**config.mk**
```make
export PLATFORM = sky130hd
export DESIGN_NAME = instruction_sequencer
export DESIGN_NICKNAME = d
export VERILOG_FILES = /design/src/rtl/sequencer_pkg.sv /design/src/rtl/sequencer_decode.sv /design/src/rtl/instruction_sequencer.sv
export SDC_FILE = /design/constraint.sdc
export NUM_CORES = 1
export LEC_CHECK = 0
export ABC_AREA = 1
export CAP_MARGIN = 15
export CELL_PAD_IN_SITES_DETAIL_PLACEMENT = 1
export CELL_PAD_IN_SITES_GLOBAL_PLACEMENT = 2
export CORE_UTILIZATION = 17
export DETAILED_ROUTE_END_ITERATION = 8
export GPL_TIMING_DRIVEN = 1
export PLACE_DENSITY_LB_ADDON = 0.1
export SETUP_SLACK_MARGIN = 0.15
export SYNTH_ARGS = -nofsm -noshare
export SYNTH_HDL_FRONTEND = slang
export SYNTH_SLANG_ARGS = --single-unit
```
**constraint.sdc**
```tcl
create_clock -name clk -period 2.5 [get_ports clk]
set_input_delay 0.75 -clock clk [delete_from_list [all_inputs] [get_ports clk]]
set_output_delay 0.75 -clock clk [all_outputs]
set_load 0.02 [all_outputs]
```
**src/rtl/sequencer_pkg.sv**
```systemverilog
// Shared types and constants for the relay-computer instruction sequencer.
package sequencer_pkg;

  typedef enum logic [3:0] {
    F0, F1, E0, E1, G0, G1, G2, G3, G4, G5, HALT
  } state_t;

  typedef enum logic [3:0] {
    OP_MOV8, OP_SETAB, OP_ALU, OP_LOAD, OP_STORE,
    OP_MOV16, OP_HALT, OP_INCXY, OP_GOTO, OP_ILLEGAL
  } opclass_t;

  localparam logic [2:0] REG_A  = 3'd0;
  localparam logic [2:0] REG_B  = 3'd1;
  localparam logic [2:0] REG_C  = 3'd2;
  localparam logic [2:0] REG_D  = 3'd3;
  localparam logic [2:0] REG_M1 = 3'd4;
  localparam logic [2:0] REG_M2 = 3'd5;
  localparam logic [2:0] REG_X  = 3'd6;
  localparam logic [2:0] REG_Y  = 3'd7;

  localparam logic [1:0] WIDE_M  = 2'd0;
  localparam logic [1:0] WIDE_XY = 2'd1;
  localparam logic [1:0] WIDE_J  = 2'd2;

  localparam logic [2:0] ALU_IDLE = 3'b111;

  function automatic logic [7:0] regOneHot(input logic [2:0] code);
    return 8'b1 << code;
  endfunction

endpackage

```
**src/rtl/sequencer_decode.sv**
```systemverilog
// Combinational instruction decoder: opcode class, register fields,
// GOTO condition bits and undefined-opcode flag.
module sequencer_decode
  import sequencer_pkg::*;
(
  input  logic [7:0] inst,
  output opclass_t   opClass,
  output logic [2:0] dstReg,
  output logic [2:0] srcReg,
  output logic [2:0] aluFn,
  output logic [7:0] immVal,
  output logic [3:0] gotoCond,
  output logic       gotoLdXY,
  output logic [1:0] wideSrc,
  output logic       wideToPc,
  output logic       illegal
);

  assign aluFn    = inst[2:0];
  assign immVal   = {{3{inst[4]}}, inst[4:0]};
  assign gotoCond = inst[4:1];
  assign gotoLdXY = inst[5];
  assign wideSrc  = inst[2:1];
  assign wideToPc = inst[3];
  assign illegal  = (opClass == OP_ILLEGAL);

  always_comb begin
    opClass = OP_ILLEGAL;
    dstReg  = '0;
    srcReg  = '0;
    casez (inst)
      8'b00??????: begin
        opClass = OP_MOV8;
        dstReg  = inst[5:3];
        srcReg  = inst[2:0];
      end
      8'b01??????: begin
        opClass = OP_SETAB;
        dstReg  = inst[5] ? REG_B : REG_A;
      end
      8'b1000????: begin
        opClass = OP_ALU;
        dstReg  = inst[3] ? REG_D : REG_A;
      end
      8'b100100??: begin
        opClass = OP_LOAD;
        dstReg  = {1'b0, inst[1:0]};
      end
      8'b100110??: begin
        opClass = OP_STORE;
        srcReg  = {1'b0, inst[1:0]};
      end
      // HALT occupies the d=1/ss=11 slot of MOV16; d=0/ss=11 is undefined
      8'b10101110: opClass = OP_HALT;
      8'b1010???0: opClass = (inst[2:1] == 2'b11) ? OP_ILLEGAL : OP_MOV16;
      8'b10110000: opClass = OP_INCXY;
      8'b11?????0: opClass = OP_GOTO;
      default:     opClass = OP_ILLEGAL;
    endcase
  end

endmodule

```
**src/rtl/instruction_sequencer.sv**
```systemverilog
// Self-running fetch/decode/execute control FSM for the relay computer.
// Define SEQ_ILLEGAL_TRAP_EN to trap undefined opcodes into HALT instead of a NOP.
module instruction_sequencer
  import sequencer_pkg::*;
(
  input  logic       clk,
  input  logic       rst_n,
  input  logic [7:0] Inst,
  input  logic       zero,
  input  logic       carry,
  input  logic       sign,
  input  logic       resume,
  output logic       LdA, LdB, LdC, LdD, LdM1, LdM2, LdX, LdY, LdXY,
  output logic       SelA, SelB, SelC, SelD, SelM1, SelM2, SelX, SelY, SelM, SelXY,
  output logic       LdJ1, LdJ2, LdInst, LdPC, LdINC, LdCond, SelJ, SelPC, SelINC,
  output logic       MemRead,
  output logic       MemWrite,
  output logic       SelImm,
  output logic [7:0] imm,
  output logic [2:0] AluFunctionCode,
  output logic       Halt,
  output logic       illegal
);

  state_t     state, nextState;
  logic       armed;
  opclass_t   opClass;
  logic [2:0] dstReg, srcReg, aluFn;
  logic [7:0] immVal;
  logic [3:0] gotoCond;
  logic       gotoLdXY, wideToPc, decIllegal, taken;
  logic [1:0] wideSrc;
  logic [7:0] ldReg, selReg;

  sequencer_decode uDecode (
    .inst     (Inst),
    .opClass  (opClass),
    .dstReg   (dstReg),
    .srcReg   (srcReg),
    .aluFn    (aluFn),
    .immVal   (immVal),
    .gotoCond (gotoCond),
    .gotoLdXY (gotoLdXY),
    .wideSrc  (wideSrc),
    .wideToPc (wideToPc),
    .illegal  (decIllegal)
  );

  // gotoCond = {s, c, z, n}
  assign taken = (gotoCond == 4'b0000) |
                 (gotoCond[3] & sign) | (gotoCond[2] & carry) |
                 (gotoCond[1] & zero) | (gotoCond[0] & ~zero);

  // armed holds outputs quiet until the first edge after reset release, which opens F0
  always_ff @(posedge clk or negedge rst_n) begin
    if (!rst_n) begin
      state <= F0;
      armed <= 1'b0;
    end else if (!armed) begin
      armed <= 1'b1;
    end else begin
      state <= nextState;
    end
  end

`ifdef SEQ_ILLEGAL_TRAP_EN
  logic trapped;
  always_ff @(posedge clk or negedge rst_n) begin
    if (!rst_n) trapped <= 1'b0;
    else if (armed && state == F1 && decIllegal) trapped <= 1'b1;
    else if (armed && state == HALT && resume) trapped <= 1'b0;
  end
`endif

  always_comb begin
    nextState = state;
    case (state)
      F0: nextState = F1;
      F1: begin
        nextState = E0;
        if (opClass == OP_GOTO) nextState = G0;
        else if (opClass == OP_HALT) nextState = HALT;
`ifdef SEQ_ILLEGAL_TRAP_EN
        else if (decIllegal) nextState = HALT;
`endif
      end
      E0:   nextState = (opClass == OP_INCXY) ? E1 : F0;
      E1:   nextState = F0;
      G0:   nextState = G1;
      G1:   nextState = G2;
      G2:   nextState = G3;
      G3:   nextState = taken ? (gotoLdXY ? G4 : G5) : F0;
      G4:   nextState = taken ? G5 : F0;
      G5:   nextState = F0;
      HALT: nextState = resume ? F0 : HALT;
      default: nextState = F0;
    endcase
  end

  always_comb begin
    ldReg = '0;  selReg = '0;
    LdXY = 1'b0; SelM = 1'b0; SelXY = 1'b0;
    LdJ1 = 1'b0; LdJ2 = 1'b0; LdInst = 1'b0; LdPC = 1'b0; LdINC = 1'b0; LdCond = 1'b0;
    SelJ = 1'b0; SelPC = 1'b0; SelINC = 1'b0;
    MemRead = 1'b0; MemWrite = 1'b0; SelImm = 1'b0;
    imm = '0; AluFunctionCode = ALU_IDLE; Halt = 1'b0; illegal = 1'b0;
    if (armed) begin
      case (state)
        F0, G0, G2: begin
          SelPC = 1'b1; MemRead = 1'b1; LdINC = 1'b1;
          LdInst = (state == F0);
          LdJ1   = (state == G0);
          LdJ2   = (state == G2);
        end
        F1, G1, G3: begin SelINC = 1'b1; LdPC = 1'b1; end
        E0: begin
          case (opClass)
            OP_MOV8:  begin ldReg = regOneHot(dstReg); selReg = regOneHot(srcReg); end
            OP_SETAB: begin SelImm = 1'b1; imm = immVal; ldReg = regOneHot(dstReg); end
            OP_ALU:   begin AluFunctionCode = aluFn; LdCond = 1'b1; ldReg = regOneHot(dstReg); end
            OP_LOAD:  begin SelM = 1'b1; MemRead = 1'b1; ldReg = regOneHot(dstReg); end
            OP_STORE: begin SelM = 1'b1; MemWrite = 1'b1; selReg = regOneHot(srcReg); end
            OP_MOV16: begin
              SelM  = (wideSrc == WIDE_M);
              SelXY = (wideSrc == WIDE_XY);
              SelJ  = (wideSrc == WIDE_J);
              LdPC  = wideToPc;
              LdXY  = ~wideToPc;
            end
            OP_INCXY: begin SelXY = 1'b1; LdINC = 1'b1; end
            OP_ILLEGAL: illegal = 1'b1;
            default: ;
          endcase
        end
        E1: begin SelINC = 1'b1; LdXY = 1'b1; end
        G4: begin SelPC = 1'b1; LdXY = 1'b1; end
        G5: begin SelJ = 1'b1; LdPC = 1'b1; end
        HALT: begin
          Halt = 1'b1;
`ifdef SEQ_ILLEGAL_TRAP_EN
          illegal = trapped;
`endif
        end
        default: ;
      endcase
    end
  end

  assign LdA   = ldReg[REG_A];   assign SelA  = selReg[REG_A];
  assign LdB   = ldReg[REG_B];   assign SelB  = selReg[REG_B];
  assign LdC   = ldReg[REG_C];   assign SelC  = selReg[REG_C];
  assign LdD   = ldReg[REG_D];   assign SelD  = selReg[REG_D];
  assign LdM1  = ldReg[REG_M1];  assign SelM1 = selReg[REG_M1];
  assign LdM2  = ldReg[REG_M2];  assign SelM2 = selReg[REG_M2];
  assign LdX   = ldReg[REG_X];   assign SelX  = selReg[REG_X];
  assign LdY   = ldReg[REG_Y];   assign SelY  = selReg[REG_Y];

endmodule

```
==> results.py, run 1 <==
metrics = {
    "placement": {
        "dp_cells": 366,
        "preCtsSetupSlack_ns": -1.14,
        "io_buffers": 57,
        "dp_hpwl_um": 4170,
        "place_area_um2": 2270,
        "gp_congestion": 0.830,
    },
    "sta": {
        "hold_ws_ns": 0.518,
        "period_share": 1.11,
        "max_freq_mhz": 359,
        "worst_slack_ns": -0.287,
        "rsz0062_at_grt": "true",
        "tns_ns": -6.39,
        "finalClockSkew_ns": 0.00177,
        "period_needed_ns": 2.79,
        "finalSetupViolCount": 37,
        "finalHoldViolations": 0,
        "slew_viol_final": 0,
    },
    "setup_path": {
        "crit_arrival_ns": 2.04,
        "path_class": "primary input to output port",
        "end_kind": "output port",
        "ff2ff_path_depth": 9,
        "start_kind": "primary input",
        "crit_fanout": 3,
        "worstPathRequired_ns": 1.75,
    },
    "yosys": {
        "synth_edf_count": 0,
        "yosysSeqAreaShare": 0.124,
        "synthArstFlopShare": 1.00,
        "ys_top_cells_by_area": "nand2_1 (19%), nor2_1 (15%), dfrtp_1 (12%), nand3_1 (7.9%), inv_1 (7.4%)",
        "synthesis.area_um2": 1010,
        "ys_top_cells_by_count": "nand2_1 (51), nor2_1 (41), inv_1 (20), nand3_1 (16), nor3_1 (11)",
        "yosys_warnings": 0,
        "synth_cells": 190,
        "yosysTopAreaCellShare": 0.190,
        "syn-num-nets": 204,
        "ys_types": 28,
        "synth_largest_area_cell": "nand2_1",
        "synth_most_common_cell": "nand2_1",
        "synth-seq-cells": 5,
        "syn_avg_cell_area_um2": 5.31,
        "ys.flop_type": "dfrtp_1",
    },
    "run_status": {
        "violations": "negative setup slack",
        "status": "finished, violations left",
    },
    "cells_and_area": {
        "n_antenna_cell": 0,
        "drive_above_1_share": 0.666,
        "stdcell_area_um2": 2770,
        "postLayoutCoreUtil": 0.494,
        "nNetsFinal": 335,
        "area_growth_pct": 174,
        "finalNonFillerCells": 392,
        "fill_cells": 702,
    },
    "detailed_routing": {
        "drt-initial-drc-count": 52,
        "final_antenna_net_count": 0,
        "dr.pass1.iters": 3,
        "wirelength_um": 5590,
        "wl_met2_um": 3030,
        "wl_met1_um": 2350,
        "post-route-drc-count": 0,
        "wl_per_cell_um": 14.3,
        "met3_length_um": 103,
        "maxUsedRoutingLayer": "met4",
        "num_vias": 1733,
        "viasPerCell": 4.42,
    },
    "power": {
        "seqPwrFrac": 0.102,
        "leakagePower_nw": 1.31,
        "p_switching_uw": 606,
        "cell_internal_pwr_uw": 633,
        "p_sw_frac": 0.489,
        "cellPowerDensity_nw_per_um2": 447,
        "clockPowerShare": 0.119,
        "comb_power_share": 0.779,
        "ir_drop_uv": 540,
        "fin_total_pwr_mw": 1.24,
    },
    "min_path": {
        "holdPathStages": 2,
        "hold_path_class": "flop to flop",
    },
    "cts": {
        "cts-root-buf": "clkbuf_8",
        "clock_sinks": 5,
        "clockBufferDepth": 2,
        "clkLatencyLatePin_ns": 0.22,
        "cts_buffers": 3,
        "path_clk_slew_ns": 0.04,
        "cts_tree": "done",
        "cts-htree-levels": 1,
    },
    "global_route": {
        "grt_pass1_vias": 1762,
        "track_usage": 0.169,
        "grt_max_degree": 14,
        "grt_overflow": 0,
        "antenna_found_initial": 0,
        "grt_pass1_wl_um": 8360,
    },
    "floorplanning": {
        "std_cell_rows": 27,
        "die_area_um2": 6250,
        "die_w_um": 79.1,
        "start_util": 0.180,
        "core_region_area_um2": 5610,
        "die_h_um": 79.1,
        "pin_count": 58,
    },
    "run": {
        "cap_violations": 0,
    },
}
-- repair_timing --
item	4_1_cts	5_1_grt
setup endpoints to repair	44	41
hold buffers	0	0
buffers inserted	13	9
resized for setup	300	47
cloned	0	0
pin swaps	26	21
-- worst max-delay path, stage by stage --
cell	delay, ns
buf_8	0.08
clkinvlp_4	0.11
buf_4	0.15
buf_6	0.11
nand2_4	0.07
o22ai_2	0.08
nor3_2	0.19
buf_4	0.15
nand2_4	0.05
buf_6	0.12
nor2_4	0.07
buf_6	0.12
-- routing by layer --
layer | vias up | global-route usage
met5 | - | 0
met1 | 827 | 0.203
li1 | 867 | -
met2 | 33 | 0.324
met3 | 6 | 0.00805
met4 | 0 | 0.0400
-- layout make-up --
| class | count | area [um2] | share of cell area |
|---|---|---|---|
| flip-flops and latches | 5 | 125 | 0.0452 |
| inverters | 25 | 114 | 0.0411 |
| well taps | 72 | 90.1 | 0.0325 |
| clock buffers | 4 | 45.0 | 0.0163 |
| repair buffers | 131 | 1170 | 0.423 |
| multi-input cells | 155 | 1220 | 0.441 |
-- layout by cell type, fill, tap and decap left out, types with 5 or more instances in the layout --
master / Yosys / layout
nand3_1: 16 / 9
dfrtp_1: 5 / 5
nor2_4: 2 / 23
nor3_4: 0 / 8
nand2_2: 2 / 7
clkdlybuf4s50_1: 0 / 5
inv_1: 20 / 9
buf_2: 0 / 6
nor2_1: 41 / 17
nand2_4: 0 / 11
nand2_1: 51 / 35
inv_2: 2 / 9
buf_6: 0 / 47
o21ai_0: 7 / 6
buf_4: 3 / 64
-- state kept, by name, summed over array words and instances, names as in the netlist --
signal,cells
armed,1
state,4
-- cells by family after synthesis --
group,Yosys count,share of synthesized area
other,1,0.00371
DFF,5,0.124
and+or+nand+nor,135,0.639
buffers and inverters,30,0.129
AOI/OAI and AO/OA,19,0.104
-- power groups by stage --
stage	clock (mW)	combinational (mW)	sequential [mW]
floorplan	0	0.431	0.132
global placement	0	0.840	0.126
detailed placement	0	0.840	0.123
CTS	0.150	0.885	0.125
global route	0.156	1.05	0.130
finish	0.147	0.965	0.126
-- final timing paths --
kind | startpoint | endpoint | slack, ns
worst max-delay path | Inst[7] | LdA | -0.29
min in group asynchronous | rst_n | state[1] | 0.76
worst max register to register | state[1] | state[0] | 1.07
worst min register to register | state[3] | state[3] | 0.52
max in group asynchronous | rst_n | armed | 1.54
worst min-delay path | state[3] | state[3] | 0.52
(Power assumes the default switching activity.)
==> inputs of run 2 (changes only) <==
Settings changed: HOLD_SLACK_MARGIN set to 0.06.
==> results of run 2 <==
Same layout as run 1: the final DEF is identical, and so are final timing and power.
